--- src/rtl/tick_shape_pkg.sv ---
// Shared definitions for the tick-to-level pulse shaper: state encodings,
// retrigger mode constants and the FSM state type.
package tick_shape_pkg;

    localparam logic [1:0] ST_IDLE = 2'd0;
    localparam logic [1:0] ST_HIGH = 2'd1;
    localparam logic [1:0] ST_GAP  = 2'd2;

    localparam logic RETRIG_QUEUE  = 1'b0;
    localparam logic RETRIG_EXTEND = 1'b1;

    typedef enum logic [1:0] {
        S_IDLE = ST_IDLE,
        S_HIGH = ST_HIGH,
        S_GAP  = ST_GAP
    } state_e;

endpackage

--- src/rtl/sat_updown_cnt.sv ---
// Saturating up/down counter. Simultaneous inc and dec cancel; an increment
// attempted at full scale is dropped and flagged on o_ovf for that cycle.
module sat_updown_cnt #(
    parameter int W = 4
) (
    input  logic         i_clk,
    input  logic         i_rst_n,
    input  logic         i_inc,
    input  logic         i_dec,
    output logic [W-1:0] o_cnt,
    output logic         o_ovf
);

    logic [W-1:0] r_cnt;
    logic         w_full;
    logic         w_empty;

    assign w_full  = (r_cnt == {W{1'b1}});
    assign w_empty = (r_cnt == '0);
    assign o_ovf   = i_inc && !i_dec && w_full;
    assign o_cnt   = r_cnt;

    always_ff @(posedge i_clk or negedge i_rst_n) begin
        if (!i_rst_n) begin
            r_cnt <= '0;
        end else if (i_inc && !i_dec && !w_full) begin
            r_cnt <= r_cnt + W'(1);
        end else if (i_dec && !i_inc && !w_empty) begin
            r_cnt <= r_cnt - W'(1);
        end
    end

endmodule

--- src/rtl/tick_to_level.sv ---
// Stretches single-cycle ticks into registered high levels of programmable
// length, separated by a guaranteed low gap; extra ticks are queued or retrigger.
module tick_to_level
    import tick_shape_pkg::*;
#(
    parameter int CNT_W   = 8,
    parameter int MIN_LOW = 2,
    parameter int PEND_W  = 4
) (
    input  logic              clk,
    input  logic              reset,
    input  logic              tick,
    input  logic [CNT_W-1:0]  hold_len,
    input  logic              retrig_mode,
    input  logic              ovf_clr,
    output logic              level,
    output logic              busy,
    output logic [PEND_W-1:0] pend_cnt,
    output logic              overflow
);

    localparam int GAP_W = (MIN_LOW < 2) ? 1 : $clog2(MIN_LOW + 1);
    localparam logic [GAP_W-1:0] GAP_LOAD = GAP_W'(MIN_LOW);

    state_e             r_state;
    state_e             w_next;
    logic [CNT_W-1:0]   r_cnt;
    logic [CNT_W-1:0]   w_cnt_next;
    logic [GAP_W-1:0]   r_gap;
    logic [GAP_W-1:0]   w_gap_next;
    logic [CNT_W-1:0]   w_hold_eff;
    logic               w_pend_chk;
    logic               w_pend_nz;
    logic               w_inc;
    logic               w_dec;
    logic               w_ovf_strobe;
    logic               r_level;
    logic               r_busy;
    logic               r_ovf;

    assign w_hold_eff = (hold_len == '0) ? CNT_W'(1) : hold_len;
    assign w_pend_nz  = (pend_cnt != '0);

    always_comb begin
        w_next     = r_state;
        w_cnt_next = r_cnt;
        w_gap_next = r_gap;
        w_inc      = 1'b0;
        w_dec      = 1'b0;
        w_pend_chk = 1'b0;
        case (r_state)
            S_IDLE: begin
                if (tick) begin
                    w_next     = S_HIGH;
                    w_cnt_next = w_hold_eff;
                end
            end
            S_HIGH: begin
                w_cnt_next = r_cnt - CNT_W'(1);
                if (tick && (retrig_mode == RETRIG_EXTEND)) begin
                    w_cnt_next = w_hold_eff;
                end else begin
                    w_inc = tick;
                    if (r_cnt <= CNT_W'(1)) begin
                        if (MIN_LOW > 0) begin
                            w_next     = S_GAP;
                            w_gap_next = GAP_LOAD;
                        end else begin
                            w_pend_chk = 1'b1;
                        end
                    end
                end
            end
            S_GAP: begin
                w_inc      = tick;
                w_gap_next = r_gap - GAP_W'(1);
                if (r_gap <= GAP_W'(1)) begin
                    w_pend_chk = 1'b1;
                end
            end
            default: begin
                w_next = S_IDLE;
            end
        endcase

        // Queued requests are served first; a same-cycle tick then takes its place.
        if (w_pend_chk) begin
            if (w_pend_nz || tick) begin
                w_next     = S_HIGH;
                w_cnt_next = w_hold_eff;
                w_dec      = w_pend_nz;
                w_inc      = tick && w_pend_nz;
            end else begin
                w_next = S_IDLE;
            end
        end
    end

    always_ff @(posedge clk or negedge reset) begin
        if (!reset) begin
            r_state <= S_IDLE;
            r_cnt   <= '0;
            r_gap   <= '0;
            r_level <= 1'b0;
            r_busy  <= 1'b0;
            r_ovf   <= 1'b0;
        end else begin
            r_state <= w_next;
            r_cnt   <= w_cnt_next;
            r_gap   <= w_gap_next;
            r_level <= (w_next == S_HIGH);
            r_busy  <= (w_next != S_IDLE);
            if (w_ovf_strobe) begin
                r_ovf <= 1'b1;
            end else if (ovf_clr) begin
                r_ovf <= 1'b0;
            end
        end
    end

    sat_updown_cnt #(
        .W(PEND_W)
    ) u_pend (
        .i_clk   (clk),
        .i_rst_n (reset),
        .i_inc   (w_inc),
        .i_dec   (w_dec),
        .o_cnt   (pend_cnt),
        .o_ovf   (w_ovf_strobe)
    );

    assign level    = r_level;
    assign busy     = r_busy;
    assign overflow = r_ovf;

endmodule

--- config.mk ---
export PLATFORM = sky130hd
export DESIGN_NAME = tick_to_level
export DESIGN_NICKNAME = d
export VERILOG_FILES = /design/src/rtl/tick_shape_pkg.sv /design/src/rtl/sat_updown_cnt.sv /design/src/rtl/tick_to_level.sv
export SDC_FILE = /design/constraint.sdc
export NUM_CORES = 1
export LEC_CHECK = 0
export CAP_MARGIN = 40
export CORE_MARGIN = 2
export CORE_UTILIZATION = 28
export CTS_CLUSTER_SIZE = 20
export DETAILED_ROUTE_END_ITERATION = 10
export PLACE_DENSITY = 0.59
export SYNTH_ARGS = -nofsm -noshare
export SYNTH_HDL_FRONTEND = slang
export SYNTH_SLANG_ARGS = --single-unit
--- constraint.sdc ---
create_clock -name clk -period 2.03 [get_ports clk]
set_input_delay 0.3045 -clock clk [delete_from_list [all_inputs] [get_ports clk]]
set_output_delay 0.3045 -clock clk [all_outputs]
set_load 0.03 [all_outputs]
==> results of run 1 <==
-- area by class of cell --
cell class,count,area share (%)
Clock buffer,3,2.11
Clock inverter,1,0.256
Inverter,11,2.11
Sequential cell,19,24.4
Timing Repair Buffer,44,19.5
Tap cell,67,4.29
Multi-Input combinational cell,117,47.3
-- layer usage --
layer  up-vias  track usage [%]  share of wire (%)
met5         -                0                  0
met3         2             3.79                4.8
met1       606             17.5                 48
li1        634                -                  -
met2        23             22.9                 47
met4         0             2.78               0.48
-- state kept, by name, summed over array words and instances, names as in the netlist --
| name | flops |
|---|---|
| u_pend.o_cnt | 4 |
| r_cnt | 8 |
| r_state | 2 |
| overflow | 1 |
| busy | 1 |
| r_gap | 2 |
| level | 1 |
-- critical path, stage by stage, from the launching register on --
cell	delay (ns)
dfrtp_2	0.43
inv_2	0.05
ha_1	0.28
o211a_1	0.18
nand3_2	0.12
buf_6	0.15
fa_2	0.33
xor2_1	0.14
mux2_2	0.25
-- placed cells by master, fill, tap and decap left out, types with 4 or more instances in the layout --
master           netlist  final
dfrtp_1               19     18
nand2b_1               4      4
nor2_1                13     13
a21oi_1               12     11
ha_1                   9      5
nand2_1               11     11
xor2_1                 6      6
o21ai_0                4      4
inv_1                 11      9
buf_4                  0     24
clkdlybuf4s50_1        0     19
-- cells by family (layout without fill, tap and decap cells) --
group | Yosys count | count (layout) | share of synthesized area, %
and+or+nand+nor | 51 | 51 | 20.2
muxes | 3 | 3 | 2.34
buffers and inverters | 16 | 59 | 4.40
xor gates and xnor gates | 9 | 9 | 5.66
AOI/OAI and AO/OA | 44 | 44 | 23.7
DFF | 19 | 19 | 34.1
adders and majority gates | 10 | 10 | 9.52
-- power by group through the flow --
stage | clock network (W) | registers (W) | logic (W)
6_report | 0.000275 | 0.000720 | 0.00189
4_1_cts | 0.000285 | 0.000718 | 0.00187
3_3_place_gp | 0 | 0.000710 | 0.00178
2_1_floorplan | 0 | 0.000875 | 0.00103
3_5_place_dp | 0 | 0.000710 | 0.00180
5_1_grt | 0.000295 | 0.000746 | 0.00210
-- repair_timing --
item	in CTS	in global routing
gates resized for setup	8	4
setup buffers	1	0
pin swaps	4	2
setup endpoints to repair	2	6
-- metrics by stage --
step                      std cells  power (W)  hold slack [ns]
final                           262    0.00288            0.378
after global routing            262    0.00314            0.416
after CTS                       262    0.00287            0.393
after detailed placement        257    0.00251            0.522
after global placement          257    0.00249            0.520
after floorplan                 152    0.00190          0.00891
-- final timing paths --
| kind | from | to | slack [ns] | depth (start not counted) |
|---|---|---|---|---|
| worst min-delay path | reset | overflow | 0.38 | 2 |
| min in group clk | overflow | overflow | 0.54 | 2 |
| max in group asynchronous | reset | r_state[0] | 1.43 | 2 |
| worst min register to register | overflow | overflow | 0.54 | 2 |
| worst max register to register | r_state[0] | u_pend.o_cnt[2] | -0.006 | 8 |
| worst max-delay path | r_state[0] | u_pend.o_cnt[2] | -0.006 | 8 |
==> metrics, run 1 <==
full die area=0.00555 mm^2; Synth area leader=dfrtp_1; outcome=finished, violations left; Yosys reg bits=19; port bufs=19; GR Overflow Total=0; cts bufs inserted=3; fmax=0.491 GHz; area of the multi-input gates=923 um^2; Logic pwr share=~66%; max capacitance violation total=0; vias in the first global route=1244; Pwr per Cell Area=around 1500 mW/mm^2; crit path time final=roughly 2.0 ns; critical path type=flop to flop; CP Max Fanout=3; Mapped Avg Cell Area=approximately 9.2 um^2; setup ws final=-0.00628 ns; Mapped Area=0.00139 mm^2; starting density of the core=between 20% and 30%; Placer Congestion=between 0.8 and 0.9; worst vdd ir=0.000767 V; share of Yosys cell area claimed by the top area cell type=34.1%; # hold bufs at CTS=0; final count of negative-setup-slack endpoints=1; die height=roughly 75 um; synthesized net count=175; endpoints failing hold=0; Fillers=520; nets@finish=~220; Synth cell types=between 40 and 50; failing checks=setup timing; IO Pins=20; CTS Root Cell=clkbuf_8; switching power=~0.0013 W; Final ANT Viol Nets=0; CTS clk-pin slew, worst paths=about 0.08 ns; diode count=0; initial antenna violation count=0; skew final=roughly 0.0033 ns; Power Internal=0.00162 W; CP arrival=2.19 ns; core box area=around 0.0048 mm^2; synth cell count leaders=19 x dfrtp_1, 13 x nor2_1, 12 x a21oi_1; per-cell routed wire length=approximately 13 um; Fin Setup TNS=-0.00628 ns; clock tree from TritonCTS=done; DR vias=1265; Die X=74.5 um; register area=477 um^2; Async S/R FF share, synth=100%; first-pass GRT wire length=between 5 and 6 mm; post-synthesis sequential area ratio=roughly 34%; Clock Sinks=19; Leakage=0.836 nW; DP Worst Slack=-0.218 ns; H-tree levels=1; CP required=between 2 and 2.5 ns; Max Slew Vio Count=0; Least-Margin Pin Slew=around 0.4 ns; design area=0.00195 mm^2; DP Area=0.00184 mm^2; DRT iter0 DRCs=45; fraction of power consumed by sequential logic=25.0%; Clock Path Buffers=2; fin util=41.1%; Min-Delay Path Class=input port to asynchronous set/reset pin; synthesized instance count=about 150; first drt pass iteration count=4; Vias per Instance=4.83; All-Layer GR Usage=13.6%; HPWL after detailed placement=around 2.6 mm; Std-Cell Rows=25; pin count of the biggest net entering global routing=21; Post-Route WL=3.52 mm; clock power share=9.5%; startpoint class of the critical path=flop; final worst-path cycle share=100%; Rel. slew slack=73.2%; DR DRC count=0; Synth Warn #=0; area growth from synthesis to layout=40.3%; unrepaired setup endpoints after global routing=true; Critical Path End Type=flop; top cells by area, synth=dfrtp_1 34%, ha_1 8.1%, a21oi_1 4.3%; Worst-Skew Late Latency=0.26 ns; most frequent cell after synthesis=dfrtp_1; Post-synth EDFFs=0; share of cells above drive strength 1=about 29%; Primary FF master, synth=dfrtp_1; switch share=a little over two fifths
(Power assumes the default switching activity.)
==> run 2: changes to the inputs <==
- PLACE_DENSITY: 0.59 -> 0.58
- clock period: 2.03 -> 1.99 ns (I/O delays scaled with it)
==> metrics, run 2 (same netlist as run 1, synthesis figures left out) <==
skew final=0.00277 ns (was 0.00335 ns); Fillers=497 (was 520); Critical Path End Type=flop (unchanged); GR Overflow Total=0 (unchanged); IO Pins=20 (unchanged); full die area=0.00555 mm^2 (unchanged); All-Layer GR Usage=13.5% (was 13.6%); initial antenna violation count=0 (unchanged); Clock Path Buffers=2 (unchanged); per-cell routed wire length=12.9 um (was 13.4 um); core box area=0.00475 mm^2 (unchanged); Rel. slew slack=72.0% (was 73.2%); commonest cells after routing, fill and taps aside=28 x buf_4, 19 x clkdlybuf4s50_1, 18 x dfrtp_1, 13 x nor2_1 (was 24 x buf_4, 19 x clkdlybuf4s50_1, 18 x dfrtp_1, 13 x nor2_1); DR DRC count=0 (unchanged); DR vias=1271 (was 1265); fmax=0.487 GHz (was 0.491 GHz); first drt pass iteration count=4 (unchanged); hold_ws=0.378 ns (about the same); setup ws final=-0.0618 ns (was -0.00628 ns); CP required=2.14 ns (was 2.18 ns); critical path type=flop to flop (unchanged); Std-Cell Rows=25 (unchanged); Largest register FFs=8 (unchanged); total power=0.00301 W (was 0.00288 W); CP max stage cell=dfrtp_2 (unchanged); Clock Sinks=19 (unchanged); share of cells above drive strength 1=31.8% (was 28.7%); max capacitance violation total=0 (unchanged); port bufs=19 (unchanged); CTS clk-pin slew, worst paths=0.07 ns (was 0.08 ns); HPWL after detailed placement=2.59 mm (was 2.57 mm); Max Slew Vio Count=0 (unchanged); endpoints failing hold=0 (unchanged); crit path time final=2.05 ns (was 2.04 ns); most common cell after layout, fill and taps aside=buf_4 (unchanged); Pwr per Cell Area=1510 mW/mm^2 (was 1480 mW/mm^2); final count of negative-setup-slack endpoints=3 (was 1); Die X=74.5 um (unchanged); clock tree from TritonCTS=done (unchanged); Fin Setup TNS=-0.147 ns (was -0.00628 ns); Leakage=0.850 nW (was 0.836 nW); CP arrival=2.20 ns (was 2.19 ns); flop-to-flop setup slack=-0.06 ns (was -0.006 ns); H-tree levels=1 (unchanged); diode count=0 (unchanged); final worst-path cycle share=103% (was 100%); cts bufs inserted=3 (unchanged); area of the multi-input gates=948 um^2 (was 923 um^2); DP Area=0.00186 mm^2 (was 0.00184 mm^2); CP peak stage delay=0.42 ns (was 0.43 ns); CTS Root Cell=clkbuf_8 (unchanged); Final ANT Viol Nets=0 (unchanged); starting density of the core=29.3% (unchanged); Bufs and invs on worst path=2 (unchanged); Min-Delay Path Class=input port to asynchronous set/reset pin (unchanged); CP delay by family, top=adder cells (unchanged); Vias per Instance=4.80 (was 4.83); CP Max Fanout=4 (was 3); area growth from synthesis to layout=43.4% (was 40.3%); die height=74.5 um (unchanged); failing checks=setup timing (unchanged); fin util=42.0% (was 41.1%); Placer Congestion=0.812 (was 0.848); unrepaired setup endpoints after global routing=true (unchanged); worst vdd ir=0.000759 V (was 0.000767 V); design area=0.00200 mm^2 (was 0.00195 mm^2); Least-Margin Pin Slew=0.416 ns (was 0.401 ns); register area=477 um^2 (unchanged); Most flops, register=r_cnt (unchanged); Worst-Skew Late Latency=0.26 ns (about the same); startpoint class of the critical path=flop (unchanged); nets@finish=222 (was 219); outcome=finished, violations left (unchanged); first-pass GRT wire length=5.73 mm (was 5.82 mm); crit-path cells=inv_2 > ha_1 > o211a_1 > nand3_2 > buf_4 > fa_2 > xor2_1 > mux2_2 (was inv_2 > ha_1 > o211a_1 > nand3_2 > buf_6 > fa_2 > xor2_1 > mux2_2); vias in the first global route=1280 (was 1244); pin count of the biggest net entering global routing=21 (unchanged); Post-Route WL=3.42 mm (was 3.52 mm); DRT iter0 DRCs=42 (was 45)
==> run 2: timing repair <==
action / CTS / global route
resized for setup: 7 / 9
hold endpoints to repair: 0 / 0
endpoints found under the setup margin: 3 / 7
setup buffers: 1 / 1
hold buffers: 0 / 0
pin swaps: 4 / 4
==> run 2: per-stage QoR <==
step	setup WS [ns]	std cells
3_3_place_gp	-0.229	259
6_report	-0.0618	265
5_1_grt	-0.137	265
2_1_floorplan	-0.105	152
3_5_place_dp	-0.264	259
4_1_cts	-0.0833	264
==> run 2: metal layers <==
layer / vias to the layer above / share of wire, % / global-route usage, %
met5: - / 0 / 0
met4: 0 / 2.2 / 4.96
met3: 9 / 4.2 / 3.39
met2: 20 / 46 / 21.8
met1: 600 / 48 / 17.6
li1: 642 / - / -
==> run 2: final timing paths <==
| path | from | end | cells after the start |
|---|---|---|---|
| setup / recovery | r_state[0] | u_pend.o_cnt[2] | 8 |
| hold / removal | reset | r_gap[1] | 2 |
| setup reg to reg | r_state[0] | u_pend.o_cnt[2] | 8 |
| hold reg to reg | overflow | overflow | 2 |
| max in group asynchronous | reset | r_state[0] | 2 |
| min in group clk | overflow | overflow | 2 |
==> run 2: cell type report <==
type,count,share of cell area [%]
multi-input cells,117,47.5
flip-flops and latches,19,23.9
repair buffers,47,20.1
well taps,67,4.20
clock buffers,3,2.07
inverters,11,2.07
clock inverters,1,0.251
==> run 2: report_power, final <==
part / internal (W) / switching (W) / leakage (nW) / total (W)
logic: 0.000993 / 0.00102 / 0.598 / 0.00201
registers: 0.000579 / 0.000141 / 0.226 / 0.000719
clock network: 0.000139 / 0.000136 / 0.0255 / 0.000276
total: 0.00171 / 0.00130 / 0.850 / 0.00301
